==> config.mk <==
export PLATFORM = sky130hd
export DESIGN_NAME = board_mem
export DESIGN_NICKNAME = d
export VERILOG_FILES = /design/src/rtl/board_pkg.sv /design/src/rtl/board_clear_fsm.sv /design/src/rtl/board_mem.sv
export SDC_FILE = /design/constraint.sdc
export NUM_CORES = 1
export LEC_CHECK = 0
export ABC_AREA = 1
export CAP_MARGIN = 20
export CORE_AREA = 4 4 213 215
export DETAILED_ROUTE_END_ITERATION = 16
export DIE_AREA = 0 0 217 219
export HOLD_SLACK_MARGIN = 0.12
export PLACE_DENSITY = 0.41
export SLEW_MARGIN = 20
export SYNTH_ARGS = -nofsm -noshare
export SYNTH_HDL_FRONTEND = slang
export SYNTH_HIERARCHICAL = 1
export SYNTH_SLANG_ARGS = --single-unit
==> constraint.sdc <==
create_clock -name CLOCK_50 -period 4.8 [get_ports CLOCK_50]
set_input_delay 1.44 -clock CLOCK_50 [delete_from_list [all_inputs] [get_ports CLOCK_50]]
set_output_delay 1.44 -clock CLOCK_50 [all_outputs]
set_load 0.01 [all_outputs]
==> src/rtl/board_pkg.sv <==
// Shared playfield geometry and clear-engine state encoding for board_mem,
// the game logic FSM and the VGA renderer.
package board_pkg;

    localparam int BOARD_W = 10;
    localparam int BOARD_H = 20;
    localparam int X_W     = 4;
    localparam int Y_W     = 5;
    localparam int L_W     = 5;

    typedef enum logic [1:0] {
        CLR_IDLE  = 2'd0,
        CLR_SCAN  = 2'd1,
        CLR_SHIFT = 2'd2,
        CLR_DONE  = 2'd3
    } clr_state_t;

    function automatic logic in_board(input logic [X_W-1:0] x, input logic [Y_W-1:0] y);
        return (x < X_W'(BOARD_W)) && (y < Y_W'(BOARD_H));
    endfunction

endpackage

==> src/rtl/board_clear_fsm.sv <==
// Line-clear sequencer: walks rows bottom-up, requests a one-edge stack shift
// for every full row and counts the rows removed.
module board_clear_fsm
    import board_pkg::*;
(
    input  logic           clk,
    input  logic           srst,
    input  logic           start,
    input  logic           row_full,
    input  logic           above_full,
    output logic           busy,
    output logic           done,
    output logic           shift_en,
    output logic [Y_W-1:0] row_sel,
    output logic [L_W-1:0] lines
);

    clr_state_t     state_reg, state_next;
    logic [Y_W-1:0] row_reg, row_next;
    logic [L_W-1:0] lines_reg, lines_next;

    always_ff @(posedge clk) begin
        if (srst) begin
            state_reg <= CLR_IDLE;
            row_reg   <= Y_W'(BOARD_H - 1);
            lines_reg <= '0;
        end else begin
            state_reg <= state_next;
            row_reg   <= row_next;
            lines_reg <= lines_next;
        end
    end

    always_comb begin
        state_next = state_reg;
        row_next   = row_reg;
        lines_next = lines_reg;
        shift_en   = 1'b0;
        busy       = (state_reg != CLR_IDLE);
        done       = (state_reg == CLR_DONE);
        case (state_reg)
            CLR_IDLE: begin
                if (start) begin
                    state_next = CLR_SCAN;
                    row_next   = Y_W'(BOARD_H - 1);
                    lines_next = '0;
                end
            end
            CLR_SCAN: begin
                if (row_full) begin
                    state_next = CLR_SHIFT;
                end else if (row_reg == '0) begin
                    state_next = CLR_DONE;
                end else begin
                    row_next = row_reg - 1'b1;
                end
            end
            CLR_SHIFT: begin
                // The row dropping into row_reg is judged during the shift
                // itself, so each removed row costs exactly one extra cycle.
                shift_en   = 1'b1;
                lines_next = lines_reg + 1'b1;
                if (above_full) begin
                    state_next = CLR_SHIFT;
                end else if (row_reg == '0) begin
                    state_next = CLR_DONE;
                end else begin
                    state_next = CLR_SCAN;
                    row_next   = row_reg - 1'b1;
                end
            end
            CLR_DONE: begin
                state_next = CLR_IDLE;
            end
            default: begin
                state_next = CLR_IDLE;
            end
        endcase
    end

    assign row_sel = row_reg;
    assign lines   = lines_reg;

endmodule

==> src/rtl/board_mem.sv <==
// 10x20 playfield occupancy store with game and renderer read ports and a
// line-clear engine; the engine is built only when BOARD_CLEAR_EN is defined.
module board_mem
    import board_pkg::*;
(
    input  logic           CLOCK_50,
    input  logic           reset,
    input  logic [X_W-1:0] board_rx,
    input  logic [Y_W-1:0] board_ry,
    output logic           board_rdata,
    input  logic           board_we,
    input  logic [X_W-1:0] board_wx,
    input  logic [Y_W-1:0] board_wy,
    input  logic           board_wdata,
    input  logic [X_W-1:0] vga_x,
    input  logic [Y_W-1:0] vga_y,
    output logic           vga_rdata,
    input  logic           clr_start,
    output logic           clr_busy,
    output logic           clr_done,
    output logic [L_W-1:0] clr_lines
);

    logic [BOARD_H-1:0][BOARD_W-1:0] rows;
    logic                            shift_en;
    logic [Y_W-1:0]                  row_sel;
    logic                            wr_en;

    assign wr_en = board_we && !clr_busy && in_board(board_wx, board_wy);

`ifdef BOARD_CLEAR_EN
    logic row_full;
    logic above_full;

    assign row_full   = &rows[row_sel];
    assign above_full = (row_sel != '0) && (&rows[row_sel - 1'b1]);

    board_clear_fsm u_clear_fsm (
        .clk        (CLOCK_50),
        .srst       (reset),
        .start      (clr_start),
        .row_full   (row_full),
        .above_full (above_full),
        .busy       (clr_busy),
        .done       (clr_done),
        .shift_en   (shift_en),
        .row_sel    (row_sel),
        .lines      (clr_lines)
    );
`else
    // Without the engine a request is simply acknowledged one cycle later.
    logic done_reg;

    always_ff @(posedge CLOCK_50) begin
        if (reset) begin
            done_reg <= 1'b0;
        end else begin
            done_reg <= clr_start && !done_reg;
        end
    end

    assign clr_busy  = done_reg;
    assign clr_done  = done_reg;
    assign clr_lines = '0;
    assign shift_en  = 1'b0;
    assign row_sel   = '0;
`endif

    genvar gi;
    generate
        for (gi = 0; gi < BOARD_H; gi++) begin : g_row
            logic [BOARD_W-1:0] row_reg;
            logic [BOARD_W-1:0] row_above;

            if (gi == 0) begin : g_top
                assign row_above = '0;
            end else begin : g_inner
                assign row_above = rows[gi-1];
            end

            always_ff @(posedge CLOCK_50) begin
                if (reset) begin
                    row_reg <= '0;
                end else if (shift_en && (Y_W'(gi) <= row_sel)) begin
                    row_reg <= row_above;
                end else if (wr_en && (board_wy == Y_W'(gi))) begin
                    row_reg[board_wx] <= board_wdata;
                end
            end

            assign rows[gi] = row_reg;
        end
    endgenerate

    // Off-board reads look like wall to the game and empty to the renderer.
    assign board_rdata = in_board(board_rx, board_ry) ? rows[board_ry][board_rx] : 1'b1;
    assign vga_rdata   = in_board(vga_x, vga_y) ? rows[vga_y][vga_x] : 1'b0;

endmodule

==> out/results.txt, run 1 <==
status: finished clean
Post-DRT Antenna Nets: 0
CP max-delay cell: clkdlybuf4s15_2
vias in the first global route: 13,046
Setup Viol. Count Final: 0
Ys Warns: 6
Main synth FF type: dfxtp_1
later-pin clock latency in the skew report: 0.57 ns
relative slew slack: 0.348
largest family of logic cells by synthesized area: simple AND/OR/NAND/NOR gates
DP HPWL: 38.5 mm
Post-Syn Instances: 2,086
clock sink count: 201
Final Non-Filler Cells: 2,740
Final min period: 4.64 ns
Setup CP Type: in2out
WP buf/inv: 6
final WL: 56.5 mm
TritonCTS clock tree: done
fin util: 0.360
antenna violations before repair: 1
achievable frequency: 0.215 GHz
post-synthesis sequential area ratio: 0.312
Tot Pwr: 4.53 mW
WHS Path Cells: 2
Seq cells post-synth: 201
largest cells by area after synthesis: dfxtp_1 (31%), nand2_1 (18%), nand3_1 (8.7%)
root buf cell: clkbuf_16
fill count: 4,789
CP Launch Type: input port
CP endpoint kind: output port
final hold viol count: 0
post-synth top area cell: dfxtp_1
Post-Synth XOR/XNOR Area: 0
number of max-cap violations: 0
Initial Util: 0.295
critical path, cell by cell: buf_6 -> inv_2 -> buf_12 -> buf_16 -> nand2_1 -> nand3_1 -> nand2_1 -> nand2_1 -> nand2_1 -> inv_1 -> nand2_1 -> nand2_1 -> nand2_1 -> nand3_1 -> nand3_1 -> nand3_1 -> nand2_1 -> clkdlybuf4s15_2
RSZ-0062 raised after global routing: no
DRC viols: 0
Longest Clk Path Bufs: 3
number of synthesized flops with an enable pin: 0
critical path's largest stage delay: 0.23 ns
share of cells above drive strength 1: 0.132
maximum fanout along the worst path: 12
I/O Buffers: 35
Ports: 41
Die Y: 219 um
R2R depth: 9
hold_ws: 0.475 ns
routability cong.: 0.921
proportion of synthesized area in mux cells: 0
WL/cell: 20.6 um
pin count of the biggest net entering global routing: 97
Core ar.: 43,700 sq um
delay-heaviest family, CP: simple AND/OR/NAND/NOR gates
adder-cell area share of the yosys netlist: 0
max FFs per register: 190
first-pass detailed-route iteration total: 5
total gr overflow: 0
diode count: 0
top-area cell type share of the netlist area: 0.312
clk slew on worst S/H paths: 0.06 ns
detailed-route via count: 13,879
P_leak: 6.27 nW
Max VDD drop: 0.233 mV
Hold Path Class: reg2reg
all-layer global routing usage: 0.230
CP most frequent cell: nand2_1
pre-CTS WS: -0.410 ns
complex-gate fraction of the synthesized area: 0.193
CTS buffer count: 28
placed insts: 2,684
Slew @ Worst Pin: 0.978 ns
synthesized area: 12,900 sq um
count leader, synth: nand2_1
first-pass GRT wire length: 83.9 mm
Synth cell types: 38
WP depth: 18
final worst slack: 0.157 ns
post-synthesis simple-gate area fraction: 0.374
Post-CTS Setup Bufs: 0
period utilization: 0.967
Required @ worst endpoint: 3.36 ns
area delta synth->final: 22.1%
Avg Synthesized Cell Area: 6.19 sq um
via/cell ratio: 5.07
Rows: 77
chip width: 217 um
Final Max Tran Viols: 0
CP arrival: 3.20 ns
die area: 47,500 sq um
Initial DRC Count: 1,077
hold bufs inserted after CTS: 0
top cells by count, synth: nand2_1 (619), nand3_1 (225), inv_1 (211)
nets: 2,159
H-Tree Depth: 1
worst clock skew: 0.0238 ns
Power Density: 287 nW/um^2
ys async rst share: 0
## repair_timing
item / 4_1_cts / 5_1_grt
endpoints found under the setup margin: 2 / 2
gates cloned: 1 / 4
endpoints found under the hold margin: 0 / 0
resized for setup: 15 / 23
## layout by cell type, fill, tap and decap left out, types with 33 or more instances in the layout
cell type	count
nand2_1	619
nand3_1	224
inv_1	208
dfxtp_1	201
nor2_1	180
a21oi_1	117
o21ai_0	109
a211oi_1	98
buf_4	95
clkbuf_16	33
## worst paths after layout
path,startpoint,endpoint,slack [ns]
max,board_ry[0],board_rdata,0.16
min reg2reg,g_row[8].row_reg[5],g_row[8].row_reg[5],0.47
max reg2reg,clr_busy,g_row[7].row_reg[5],2.86
min,g_row[8].row_reg[5],g_row[8].row_reg[5],0.47
## per-stage QoR
| stage | cell area (sq um) | TNS (ns) |
|---|---|---|
| 3_3_place_gp | 14600 | -0.851 |
| 2_1_floorplan | 12900 | 0 |
| 5_1_grt | 15800 | 0 |
| 3_5_place_dp | 14600 | -0.814 |
| 6_report | 15800 | 0 |
| 4_1_cts | 15600 | 0 |
## power by group
group,switching [mW],total (mW),internal (mW)
clock,0.851,2.19,1.34
combinational,0.443,0.665,0.222
sequential,0.000924,1.67,1.67
total,1.29,4.53,3.23
## cells by family (layout without fill, tap and decap cells)
logic type,after synthesis,after routing
AND/OR/NAND/NOR,1112,1112
other,1,5
AO/OA/AOI/OAI,392,392
flip-flops,201,201
buffers and inverters,380,438
## layer usage
layer	share of wire	vias up	wire length, um	track usage
li1	-	6862	-	-
met1	0.44	6479	25100	0.312
met2	0.46	435	25900	0.377
met3	0.060	101	3360	0.0330
met4	0.037	2	2100	0.0761
met5	0.00023	-	13	0
## area by class of cell
type                            instances  area (sq um)  area share
Clock inverter                         10           109     0.00691
Inverter                              219           830      0.0526
Multi-Input combinational cell       1509          7400       0.469
Tap cell                              592           741      0.0470
Sequential cell                       201          4020       0.255
Clock buffer                           41           861      0.0546
Timing Repair Buffer                  168          1800       0.114
## tightest hold or removal path, stage by stage, from the launching register on
cell	delay [ns]
dfxtp_1	0.32
nand2_1	0.06
a21oi_1	0.05
No activity file was read; power rests on OpenSTA's default activity.
==> run 2: changes to the inputs <==
- REMOVE_ABC_BUFFERS: unset -> 1
- SLEW_MARGIN: 20 -> unset
==> out/results.txt, run 2 (synthesis results as in run 1) <==
Initial DRC Count: 1,148
I/O Buffers: 35
status: finished clean
Critical Path End: vga_rdata
antenna violations before repair: 0
pre-CTS WS: -0.524 ns
Final min period: 4.68 ns
clock sink count: 201
DRC viols: 0
Core ar.: 43,700 sq um
critical path, cell by cell: buf_6 -> buf_12 -> o211ai_1 -> nand3_1 -> nand3_1 -> nand2_1 -> nand2_1 -> nand2_1 -> nand3_1 -> nand3_1 -> nand3_1 -> nand2_1 -> clkbuf_2
share of total power in the clock network: 0.467
CP max-delay cell: o211ai_1
max FFs per register: 190
Reg power frac: 0.382
Initial Util: 0.295
R2R depth: 7
chip width: 217 um
diode count: 0
Post-DRT Antenna Nets: 0
detailed-route via count: 13,810
final worst slack: 0.122 ns
TritonCTS clock tree: done
WP buf/inv: 3
die area: 47,500 sq um
Setup TNS: 0 ns
Max VDD drop: 0.240 mV
Reg-to-Reg Start: clr_busy
R2R Setup Slk: 2.63 ns
CP most frequent cell: nand3_1
area of the multi-input gates: 7410 sq um
CP endpoint kind: output port
pin count of the biggest net entering global routing: 135
delay-heaviest family, CP: simple AND/OR/NAND/NOR gates
logic gate share of total power: 0.151
relative slew slack: 0.363
Longest Clk Path Bufs: 3
Ports: 41
Seq. cell area: 4020 sq um
root buf cell: clkbuf_16
first-pass GRT wire length: 84.7 mm
share of cells above drive strength 1: 0.129
number of max-cap violations: 0
Setup Viol. Count Final: 0
CTS buffer count: 27
first-pass detailed-route iteration total: 5
fill count: 4,779
Power Density: 280 nW/um^2
area delta synth->final: 21.1%
period utilization: 0.975
CP arrival: 3.24 ns
WP depth: 13
RSZ-0062 raised after global routing: no
later-pin clock latency in the skew report: 0.55 ns
CP startpoint: vga_y[0]
all-layer global routing usage: 0.232
Hold Path Class: reg2reg
nets: 2,161
worst clock skew: 0.00701 ns
commonest non-fill, non-tap cell in the layout: nand2_1
maximum fanout along the worst path: 38
P_leak: 6.21 nW
Final Max Tran Viols: 0
Switch Pwr: 1.25 mW
final hold viol count: 0
H-Tree Depth: 1
Setup CP Type: in2out
clk slew on worst S/H paths: 0.05 ns
CP Launch Type: input port
most frequent cells in the layout: nand2_1 (616), nand3_1 (225), inv_1 (210)
final WL: 56.1 mm
DP HPWL: 39.4 mm
Die Y: 219 um
R2R Path End: g_row[17].row_reg[1]
hold bufs inserted after CTS: 0
WL/cell: 20.5 um
critical path's largest stage delay: 0.51 ns
Slew @ Worst Pin: 0.956 ns
routability cong.: 0.929
achievable frequency: 0.214 GHz
Internal: 3.12 mW
via/cell ratio: 5.04
total gr overflow: 0
Net Sw Frac: 0.287
Required @ worst endpoint: 3.36 ns
vias in the first global route: 13,042
Rows: 77
## run 2: per-stage QoR
stage / hold slack (ns) / power, mW / area, sq um / std cells / utilization
floorplan: 0.440 / 1.94 / 12200 / 1929 / -
global placement: 0.456 / 2.36 / 14700 / 2689 / 0.335
detailed placement: 0.462 / 2.36 / 14700 / 2689 / 0.335
CTS: 0.471 / 4.42 / 15600 / 2739 / 0.356
global route: 0.489 / 4.55 / 15600 / 2740 / 0.358
finish: 0.470 / 4.37 / 15600 / 2740 / 0.358
## run 2: worst register-to-register path: stages, from the launching register on
cell	delay, ns
dfxtp_1	0.33
a21oi_1	0.26
nand2_1	0.15
inv_2	0.10
nand2_1	0.12
nor2_2	0.58
nand2_1	0.28
a211oi_1	0.27
## run 2: how the worst min path moves through the flow
stage | startpoint | slack (ns) | depth (start not counted) | endpoint
floorplan | g_row[8].row_reg[1] | 0.44 | 2 | g_row[8].row_reg[1]
global placement | g_row[4].row_reg[8] | 0.46 | 2 | g_row[4].row_reg[8]
detailed placement | g_row[4].row_reg[8] | 0.46 | 2 | g_row[4].row_reg[8]
CTS | g_row[4].row_reg[8] | 0.47 | 2 | g_row[4].row_reg[8]
global route | g_row[4].row_reg[9] | 0.49 | 2 | g_row[4].row_reg[9]
finish | g_row[12].row_reg[0] | 0.47 | 2 | g_row[12].row_reg[0]
## run 2: final cells by class
cell class | count | area share
inverters | 219 | 0.0534
flip-flops and latches | 201 | 0.257
well taps | 592 | 0.0474
multi-input cells | 1509 | 0.474
repair buffers | 171 | 0.112
clock inverters | 5 | 0.00480
clock buffers | 43 | 0.0509
## run 2: what timing repair did
item	4_1_cts	5_1_grt
setup buffers	1	0
gates cloned	1	1
resized for setup	20	16
pin swaps	2	1
setup endpoints to repair	2	2
## run 2: power by group through the flow
stage,logic [mW],registers [mW],clock network (mW)
floorplan,0.230,1.71,0
global placement,0.652,1.71,0
detailed placement,0.649,1.71,0
CTS,0.654,1.67,2.10
global route,0.714,1.67,2.16
finish,0.660,1.67,2.04
## run 2: per-layer routing
layer / vias to the layer above / GRT usage / part of all wire / wire length [um]
li1: 6887 / - / - / -
met2: 340 / 0.382 / 0.46 / 25700
met5: - / 0 / 0 / 0
met1: 6523 / 0.331 / 0.47 / 26600
met4: 0 / 0.0426 / 0.019 / 1050
met3: 60 / 0.0292 / 0.048 / 2670
==> run 3: changes to the inputs <==
- CELL_PAD_IN_SITES_DETAIL_PLACEMENT: unset -> 0
- CELL_PAD_IN_SITES_GLOBAL_PLACEMENT: unset -> 1
- CTS_CLUSTER_SIZE: unset -> 25
- PLACE_DENSITY: 0.41 -> 0.55
- SKIP_CTS_REPAIR_TIMING: unset -> 1
==> out/results.txt, run 3 (synthesis results as in run 1) <==
status: finished clean
WHS Path Cells: 2
CTS buffer count: 27
clk slew on worst S/H paths: 0.06 ns
DRC viols: 0
detailed-route via count: 13,727
WL/cell: 20.7 um
CP Launch Type: input port
most frequent cells in the layout: nand2_1 (619), nand3_1 (223), inv_1 (208)
via/cell ratio: 5.04
critical path, cell by cell: buf_4 -> buf_16 -> buf_4 -> o211ai_1 -> nand3_1 -> nand3_1 -> nand2_1 -> nand2_1 -> nand2_1 -> nand3_1 -> nand3_2 -> nand3_1 -> nand2_1 -> buf_2
period utilization: 0.974
fin util: 0.355
Max VDD drop: 0.221 mV
WP depth: 14
clock sink count: 201
DP HPWL: 39.2 mm
Die Y: 219 um
H-Tree Depth: 1
later-pin clock latency in the skew report: 0.55 ns
routability cong.: 0.909
relative slew slack: 0.443
Rows: 77
worst clock skew: 0.00591 ns
diode count: 0
Power Density: 275 nW/um^2
Longest Clk Path Bufs: 3
vias in the first global route: 12,627
P_leak: 6.17 nW
achievable frequency: 0.214 GHz
Hold Path Class: reg2reg
all-layer global routing usage: 0.230
die area: 47,500 sq um
Initial Util: 0.295
antenna violations before repair: 0
share of cells above drive strength 1: 0.122
Ports: 41
Setup Viol. Count Final: 0
first-pass detailed-route iteration total: 6
Seq. cell area: 4020 sq um
pin count of the biggest net entering global routing: 89
maximum fanout along the worst path: 23
fill count: 4,844
critical path's largest stage delay: 0.36 ns
CP max-delay cell: o211ai_1
final hold viol count: 0
Core ar.: 43,700 sq um
TritonCTS clock tree: done
commonest non-fill, non-tap cell in the layout: nand2_1
CP arrival: 3.23 ns
R2R depth: 10
chip width: 217 um
max FFs per register: 190
Slew @ Worst Pin: 0.835 ns
Initial DRC Count: 1,062
root buf cell: clkbuf_16
Setup CP Type: in2out
total gr overflow: 0
Post-DRT Antenna Nets: 0
Tot Pwr: 4.27 mW
I/O Buffers: 35
area delta synth->final: 20.1%
first-pass GRT wire length: 83.8 mm
final WL: 56.4 mm
Final min period: 4.67 ns
WP buf/inv: 4
nets: 2,148
Final Max Tran Viols: 0
Required @ worst endpoint: 3.36 ns
RSZ-0062 raised after global routing: no
number of max-cap violations: 0
area of the multi-input gates: 7410 sq um
delay-heaviest family, CP: simple AND/OR/NAND/NOR gates
CP endpoint kind: output port
-- run 3: cell types whose count changed in the layout (fill, tap and decap cells not counted), moves of 3 or more --
cell | before | now
nand2_1 | 616 | 619
buf_12 | 29 | 24
nand2_2 | 15 | 12
buf_4 | 103 | 87
dlymetal6s2s_1 | 1 | 6
-- run 3: per-stage QoR --
stage               cells  instance area [sq um]  setup slack [ns]  setup TNS, ns  hold slack, ns
floorplan            1929                  12200            0.0680              0           0.440
global placement     2673                  14500            -0.416         -0.772           0.457
detailed placement   2673                  14500            -0.406         -0.793           0.458
CTS                  2718                  15300            -0.413         -0.806           0.473
global route         2724                  15500           0.00780              0           0.496
finish               2724                  15500             0.127              0           0.472
-- run 3: path summary, 6_finish.rpt --
check / end / slack (ns) / startpoint
worst max register to register: g_row[2].row_reg[4] / 2.52 / clr_busy
worst max-delay path: vga_rdata / 0.13 / vga_y[0]
worst min-delay path: g_row[7].row_reg[8] / 0.47 / g_row[7].row_reg[8]
worst min register to register: g_row[7].row_reg[8] / 0.47 / g_row[7].row_reg[8]
-- run 3: area by class of cell --
cell class / instances / share of cell area
multi-input cells: 1509 / 0.478
flip-flops and latches: 201 / 0.259
repair buffers: 158 / 0.109
inverters: 219 / 0.0535
clock buffers: 38 / 0.0482
well taps: 592 / 0.0478
clock inverters: 7 / 0.00411
-- run 3: worst register-to-register path: stages (launching register included) --
cell and delay, ns:
dfxtp_1 0.33, a21oi_1 0.39, nand2_1 0.18, inv_2 0.11
nand2_4 0.11, inv_6 0.12, nand3_4 0.10, nor2_4 0.46
nand2_1 0.17, nor2_1 0.15, a211oi_2 0.04
-- run 3: per-layer routing --
layer,vias to the layer above,part of all wire,global-route usage
met4,0,0.025,0.0589
met3,67,0.054,0.0292
met1,6434,0.47,0.323
met2,390,0.46,0.376
met5,-,0,0
li1,6836,-,-
-- run 3: power by group --
part	switching (mW)	total [mW]	leakage, nW	internal (mW)
clock	0.823	1.95	0.402	1.12
sequential	0.000938	1.67	1.62	1.67
combinational	0.438	0.653	4.15	0.215
